<file path="config.mk">
export PLATFORM = sky130hd
export DESIGN_NAME = fetch_stage
export DESIGN_NICKNAME = d
export VERILOG_FILES = /design/src/rtl/mips_pkg.sv /design/src/rtl/pc_reg.sv /design/src/rtl/fetch_stage.sv
export SDC_FILE = /design/constraint.sdc
export NUM_CORES = 1
export LEC_CHECK = 0
export BUFFER_PORTS_ARGS = -buffer_cell sky130_fd_sc_hd__buf_2
export CORE_ASPECT_RATIO = 0.8
export CORE_MARGIN = 2
export CORE_UTILIZATION = 45
export DETAILED_ROUTE_END_ITERATION = 10
export PLACE_DENSITY = 0.72
export SLEW_MARGIN = 40
export SYNTH_ARGS = -nofsm -noshare
export SYNTH_HDL_FRONTEND = slang
export SYNTH_SLANG_ARGS = --single-unit
</file>
<file path="constraint.sdc">
create_clock -name clk -period 2.7 [get_ports clk]
set_input_delay 0.135 -clock clk [delete_from_list [all_inputs] [get_ports clk]]
set_output_delay 0.135 -clock clk [all_outputs]
set_load 0.02 [all_outputs]
</file>
<file path="src/rtl/mips_pkg.sv">
// Shared definitions for the MIPS pipeline front end: fetch FSM encoding,
// the NOP word, the default reset PC and a word-alignment helper.
package mips_pkg;

    typedef enum logic [1:0] {
        FETCH = 2'd0,
        HOLD  = 2'd1,
        DRAIN = 2'd2
    } fetch_state_e;

    localparam logic [31:0] NOP_INSTR        = 32'h0000_0000;
    localparam logic [31:0] DEFAULT_RESET_PC = 32'h0000_0000;

    // Clear the byte-offset bits so every fetch address is word aligned.
    function automatic logic [31:0] align_word(input logic [31:0] addr);
        return {addr[31:2], 2'b00};
    endfunction

endpackage

</file>
<file path="src/rtl/pc_reg.sv">
// Program-counter register: asynchronous active-high reset to RESET_PC,
// loads d when en is high, otherwise holds.
module pc_reg
    import mips_pkg::*;
#(
    parameter logic [31:0] RESET_PC = DEFAULT_RESET_PC
) (
    input  logic        clk,
    input  logic        rst,
    input  logic        en,
    input  logic [31:0] d,
    output logic [31:0] q
);

    // PC storage with load enable.
    always_ff @(posedge clk or posedge rst) begin
        if (rst) begin
            q <= RESET_PC;
        end else if (en) begin
            q <= d;
        end else begin
            q <= q;
        end
    end

endmodule

</file>
<file path="src/rtl/fetch_stage.sv">
// Instruction-fetch stage: owns the PC, issues requests to a variable-latency
// instruction memory, applies decode-stage redirects and buffers a returned
// word while the hazard unit stalls fetch.
module fetch_stage
    import mips_pkg::*;
#(
    parameter logic [31:0] RESET_PC = DEFAULT_RESET_PC
) (
    input  logic        clk,
    input  logic        rst,
    input  logic        stall_f,
    input  logic        pc_src_d,
    input  logic [31:0] pc_branch_d,
    input  logic        jump_d,
    input  logic [31:0] pc_jump_d,
    output logic        imem_req,
    output logic [31:0] imem_addr,
    input  logic        imem_ready,
    input  logic [31:0] imem_rdata,
    output logic [31:0] instruction_f,
    output logic [31:0] pc_plus_4_f,
    output logic        valid_f,
    output logic        flush_d
);

    fetch_state_e state_q, state_d;
    logic [31:0]  pc_q, pc_d;
    logic         pc_en_s;
    logic [31:0]  req_addr_q, req_addr_d;
    logic [31:0]  buf_instr_q, buf_instr_d;
    logic         redirect_s;
    logic [31:0]  target_s;
    logic [31:0]  pc_inc_s;

    // A stalled decode stage cannot redirect; jump takes priority over branch.
    assign redirect_s = (jump_d | pc_src_d) & ~stall_f;
    assign target_s   = align_word(jump_d ? pc_jump_d : pc_branch_d);
    assign pc_inc_s   = pc_q + 32'd4;

    pc_reg #(
        .RESET_PC (RESET_PC)
    ) u_pc_reg (
        .clk (clk),
        .rst (rst),
        .en  (pc_en_s),
        .d   (pc_d),
        .q   (pc_q)
    );

    // Next-state, next-PC, next request address and hold-buffer selection.
    always_comb begin
        state_d     = state_q;
        pc_d        = pc_q;
        pc_en_s     = 1'b0;
        req_addr_d  = req_addr_q;
        buf_instr_d = buf_instr_q;
        case (state_q)
            FETCH: begin
                if (redirect_s) begin
                    pc_d    = target_s;
                    pc_en_s = 1'b1;
                    if (imem_ready) begin
                        req_addr_d = target_s;
                    end else begin
                        // Outstanding request must complete before the target is issued.
                        state_d = DRAIN;
                    end
                end else if (imem_ready) begin
                    if (stall_f) begin
                        buf_instr_d = imem_rdata;
                        state_d     = HOLD;
                    end else begin
                        pc_d       = pc_inc_s;
                        pc_en_s    = 1'b1;
                        req_addr_d = pc_inc_s;
                    end
                end else begin
                    state_d = FETCH;
                end
            end
            HOLD: begin
                if (redirect_s) begin
                    pc_d       = target_s;
                    pc_en_s    = 1'b1;
                    req_addr_d = target_s;
                    state_d    = FETCH;
                end else if (!stall_f) begin
                    pc_d       = pc_inc_s;
                    pc_en_s    = 1'b1;
                    req_addr_d = pc_inc_s;
                    state_d    = FETCH;
                end else begin
                    state_d = HOLD;
                end
            end
            DRAIN: begin
                if (redirect_s) begin
                    pc_d    = target_s;
                    pc_en_s = 1'b1;
                end else begin
                    pc_d = pc_q;
                end
                if (imem_ready) begin
                    // Abandoned word is dropped; issue the latest target next.
                    req_addr_d = pc_d;
                    state_d    = FETCH;
                end else begin
                    state_d = DRAIN;
                end
            end
            default: begin
                state_d = FETCH;
            end
        endcase
    end

    // FSM state, request address and hold buffer.
    always_ff @(posedge clk or posedge rst) begin
        if (rst) begin
            state_q     <= FETCH;
            req_addr_q  <= RESET_PC;
            buf_instr_q <= NOP_INSTR;
        end else begin
            state_q     <= state_d;
            req_addr_q  <= req_addr_d;
            buf_instr_q <= buf_instr_d;
        end
    end

    // Output decode; everything is forced quiet while reset is held.
    always_comb begin
        imem_req      = 1'b0;
        valid_f       = 1'b0;
        instruction_f = NOP_INSTR;
        case (state_q)
            FETCH: begin
                imem_req = ~rst;
                valid_f  = imem_ready & ~rst;
                if (valid_f) begin
                    instruction_f = imem_rdata;
                end else begin
                    instruction_f = NOP_INSTR;
                end
            end
            HOLD: begin
                imem_req = 1'b0;
                valid_f  = ~rst;
                if (valid_f) begin
                    instruction_f = buf_instr_q;
                end else begin
                    instruction_f = NOP_INSTR;
                end
            end
            DRAIN: begin
                imem_req      = ~rst;
                valid_f       = 1'b0;
                instruction_f = NOP_INSTR;
            end
            default: begin
                imem_req      = 1'b0;
                valid_f       = 1'b0;
                instruction_f = NOP_INSTR;
            end
        endcase
    end

    assign imem_addr   = req_addr_q;
    assign pc_plus_4_f = pc_q + 32'd4;
    assign flush_d     = redirect_s & ~rst;

endmodule

</file>
======== Yosys cells after proc, flatten, opt, wreduce, memory -nomap -nowiden ========
Cells that the tools add are included.
Widths: inputs -> output; s select.
storage, ports and cells
  register bits after elaboration ......... 98
  bits in latches ......................... 0
  memory bits (writable) .................. 0
  memory bits (read-only) ................. 0
  bits of input ports ..................... 102
  output and inout port bits .............. 99
  logic and storage cells ................. 59
  memories ................................ 0
operators by class
  add/subtract/negate cells ............... 1
  $mul .................................... 0
  div/mod/pow operators ................... 0
  $lt $le $gt $ge ......................... 0
  equal/unequal tests ..................... 7
  shifts and indexed selects .............. 0
  mux-type cells .......................... 33
  bitwise logic cells ..................... 7
  reductions and logical operators ........ 7
operators by type and width
  cell                   number
  $mux 32                14
  $pmux 32 s3            2
  $pmux 32 s2            1
  $add 32x3->32 const B  1
  $mux 2                 5
  $ne 3x3->1 const B     3
  $mux 1                 8
  $pmux 2 s3             1
  $reduce_and 3->1       2
  $ne 2x2->1 const B     2
  $reduce_and 4->1       1
  $and 1x1->1            3
  $not 1->1              3
  $pmux 1 s3             1
  $reduce_bool 3->1      1
  $eq 2x1->1 const B     1
  $eq 2x2->1 const B     1
  $logic_not 2->1        1
  $pmux 1 s2             1
  $reduce_and 2->1       1
  $reduce_or 2->1        1
  $or 1x1->1             1

======== Logic depth before layout (Yosys ltp) ========
  depth in word-level cells ............... 5
  mapped depth ............................ 8
  depth with buffers taken out ............ 6

======== Modules after synthesis ========
A second synthesis with hierarchy kept.
second synthesis, totals
  cells, all modules ...................... 855
  area total of the unflattened synthesis .. 7632.3 um^2
modules (own cells, without submodules)
  module       instances  cells each  area an instance (um^2)  seq. area each (um^2)
  fetch_stage  1          786         6283.5                   1651.6
  pc_reg       1          69          1348.8                   800.8

======== Least setup slack after synthesis ========
No wires, ideal clock.
  path kind ............................... register to output
  start ................................... register u_pc_reg.q[2]
  end ..................................... output port pc_plus_4_f[28]
  data arrival time ....................... 2112 ps
  required time ........................... 2565 ps
  setup slack ............................. 453 ps
  stages on the path, launching flop included .. 6
  path buffers ............................ 0
  cells stage by stage .................... dfrtp_1 > ha_1 > nand4_1 > or3_4 > or4_4 > xnor2_1
between the ends
  cells in the longest elaborated chain, start to end .. 1
ends and longest elaborated chain
  item                      RTL line            source
  start: declaration        pc_reg.sv:12        output logic [31:0] q
  start signal: assignment  pc_reg.sv:22        q <= q;
  $add 32x3->32             fetch_stage.sv:168  assign pc_plus_4_f = pc_q + 32'd4;
  end: declaration          fetch_stage.sv:21   output logic [31:0] pc_plus_4_f,
No other way between the ends.

======== Worst setup path after layout ========
  start ................................... register u_pc_reg.q[12]
  end ..................................... output port pc_plus_4_f[28]
The elaborated chain is that of the path after synthesis.

==> flow_metrics.tcl <==
set metrics [dict create \
    hold_class "input port to flip-flop" \
    use_met1_pct 34.5 \
    syn_avg_cell_area_um2 9.15 \
    synth_edf_count 0 \
    whs_ns 0.0289 \
    die_h_um 108 \
    slowest_stage "or4_4" \
    yosys.area_share.adder_pct 0.205 \
    use_met2_pct 39.6 \
    cts-root-buf "clkbuf_16" \
    grt_setup_unrepaired "false" \
    path_cells "nand3_2, or3_4, or4_4, xnor2_1, buf_2" \
    status "complete, no violations" \
    cts_num_sinks 98 \
    antenna_found_initial 1 \
    coreArea_um2 13400 \
    ys_warn_count 0 \
    grt_usage_pct 24.8 \
    cts_buffer_depth 2 \
    syn2layout_area_growth_pct 25.1 \
    p_total_mw 5.44 \
    drive_above_1_share_pct 36.6 \
    drv_slew 0 \
    power_density_nw_per_um2 713 \
    start_util_pct 45.5 \
    critical_path.top_delay_family "simple AND/OR/NAND/NOR gates" \
    synth-main-ff-cell "dfrtp_1" \
    fillerInstances 1248 \
    regArea_um2 2460 \
    ir_drop_mv 0.326 \
    finalHoldViolations 0 \
    syn-cell-area_um2 6100 \
    synthMuxAreaShare_pct 10.6 \
    tightest_slew_ns 0.592 \
    final_nets 939 \
    cp_slowest_stage_delay_ns 0.57 \
    synth_top_family_by_area "simple AND/OR/NAND/NOR gates" \
    grt_pass1_wl_um 28600 \
    start_kind "flip-flop" \
    synth_nets 769 \
    cellLeakagePower_nw 3.38 \
    synth_xor_area_share_pct 6.03 \
    crit_type "flip-flop to primary output" \
    avgRoutedWirePerCell_um 17.7 \
    finalSetupViolations 0 \
    cts.reportedPaths.clkPinSlew_ns 0.07 \
    maxCapViolCount 0 \
    clock_latency_ns 0.35 \
    synth-compound-area-share_pct 18.9 \
    place_congestion 0.958 \
    busiest_layer "met2" \
    maxSlewHeadroom_pct 60.4 \
    skew_ns 0.00639 \
    fmax_ghz 0.382 \
    io_buffer_count 196 \
    grt_pass1_vias 5441 \
    cp-end-kind "primary output" \
    synthArstFlopShare_pct 100 \
    finalCritPeriodShare_pct 96.9 \
    via_per_inst 5.82 \
    multiInputGateArea_um2 3400 \
    worstPathArrival_ns 2.48 \
    crit_required_ns 2.57 \
    cts_buffers 9 \
    grt_max_degree 57 \
    via_count 5945 \
    drt-total-wl_um 18100 \
    setup-tns-final_ns 0 \
    cts_tree "yes" \
    grt_use_met3_pct 4.92 \
    rows 38 \
    die_x_um 134 \
    antenna_cells 0 \
    yosys.area_share.simple_pct 19.3 \
    crit_fanout 9 \
    ys_ff_latch 98 \
    dr.pass1.iters 6 \
    drc 0 \
    place_hpwl_um 13400 \
    io_pins 201 \
    synth-seq-area-share_pct 40.2 \
    grt.overflow.total 0 \
    die_area_um2 14500 \
    postSynthCellCount 666 \
    timing.critical_path.buf_inv 1 \
    antenna_left 0 \
    drt_iter0_drc 529 \
    fin_crit_ns 2.62 \
    synth_cell_types 61 \
    htreeDepth 3 \
]
per-stage QoR:
step	worst slack (ns)	std cells	instance area [um^2]	util (%)
after floorplan	0.00293	666	6100	-
after global placement	0.370	1003	7290	54.3
after detailed placement	0.347	1003	7290	54.3
after CTS	0.0291	1020	7590	56.6
after global routing	0.0105	1021	7630	56.9
final	0.0848	1021	7630	56.9
synthesized netlist by cell type (17+ instances only):
cell      number  share of area (%)
dfrtp_1       98                 40
nand2_1       56                3.4
nor2_1        46                2.8
clkbuf_1      45                2.8
mux2_2        42                7.8
o21ai_0       41                3.4
nand3_1       40                3.3
a22o_1        33                4.7
xnor2_1       30                4.3
a21oi_1       25                2.1
nand4_1       19                1.9
mux2i_1       17                2.8
cells in the final DEF, fill, tap and decap left out, types with 3 or more instances in the layout:
cell type,n
o21bai_1,3
and3_1,8
a22o_1,33
o22a_1,5
xor2_1,12
a21oi_1,25
nand2b_1,6
buf_4,26
a221oi_1,4
a211oi_1,8
nand2_1,56
nor4_1,7
a221o_1,5
and4_1,4
clkbuf_16,9
o22ai_1,4
dfrtp_1,89
inv_1,4
mux2_2,42
dfrtp_2,9
nor3_1,10
nand3_1,40
nor2_1,45
xnor2_1,30
nand4_1,19
o211ai_1,3
nor2b_1,9
a22oi_1,5
a31oi_1,10
or3_1,6
o21ai_0,41
mux2i_1,17
buf_2,196
area by class of cell:
| class | instances | share of cell area (%) |
|---|---|---|
| Clock buffer | 10 | 3.13 |
| Clock inverter | 6 | 0.722 |
| Inverter | 5 | 0.279 |
| Multi-Input combinational cell | 497 | 44.5 |
| Sequential cell | 98 | 32.3 |
| Tap cell | 180 | 2.95 |
| Timing Repair Buffer | 225 | 16.1 |
logic make-up after synthesis:
group / after synthesis
AND/OR/NAND/NOR: 229
adder cells (fa/ha/maj): 1
flip-flops: 98
XOR/XNOR: 42
AO/OA/AOI/OAI: 166
multiplexers: 59
buffers and inverters: 71
repair_timing:
item	in CTS	in global routing
hold buffers	1	0
setup buffers	0	1
setup endpoints to repair	3	5
pin swaps	0	1
endpoints found under the hold margin	42	0
resized for setup	2	10
cloned	0	0
where the power goes:
group / switching, mW / internal [mW]
clock: 0.631 / 0.671
combinational: 1.11 / 0.784
sequential: 0.414 / 1.83
flip-flops by register name, indices dropped and copies added, names as in the netlist:
register     cells
buf_instr_q     32
state_q          2
u_pc_reg.q      32
imem_addr       32
metal layers:
metal / wire length, um / part of all wire [%]
met1: 8040 / 44
met2: 8220 / 45
met3: 1480 / 8.2
met4: 362 / 2.0
met5: 13 / 0.072
worst register-to-register path, cell delays in order (launching register included):
cell and delay, ns:
dfrtp_1 0.47, nand3_2 0.24, or3_4 0.46, or4_4 0.57, or3_1 0.35, o221ai_1 0.08
path summary, 6_finish.rpt:
check	endpoint	slack, ns	from	cells past startpoint
hold reg to reg	imem_addr[0]	0.47	imem_addr[0]	2
setup / recovery	pc_plus_4_f[28]	0.08	u_pc_reg.q[12]	5
min in group asynchronous	buf_instr_q[1]	0.46	rst	3
hold / removal	buf_instr_q[14]	0.03	imem_rdata[14]	2
max in group asynchronous	u_pc_reg.q[6]	1.51	rst	4
setup reg to reg	u_pc_reg.q[28]	0.43	u_pc_reg.q[12]	5
No activity file was read; power rests on OpenSTA's default activity.
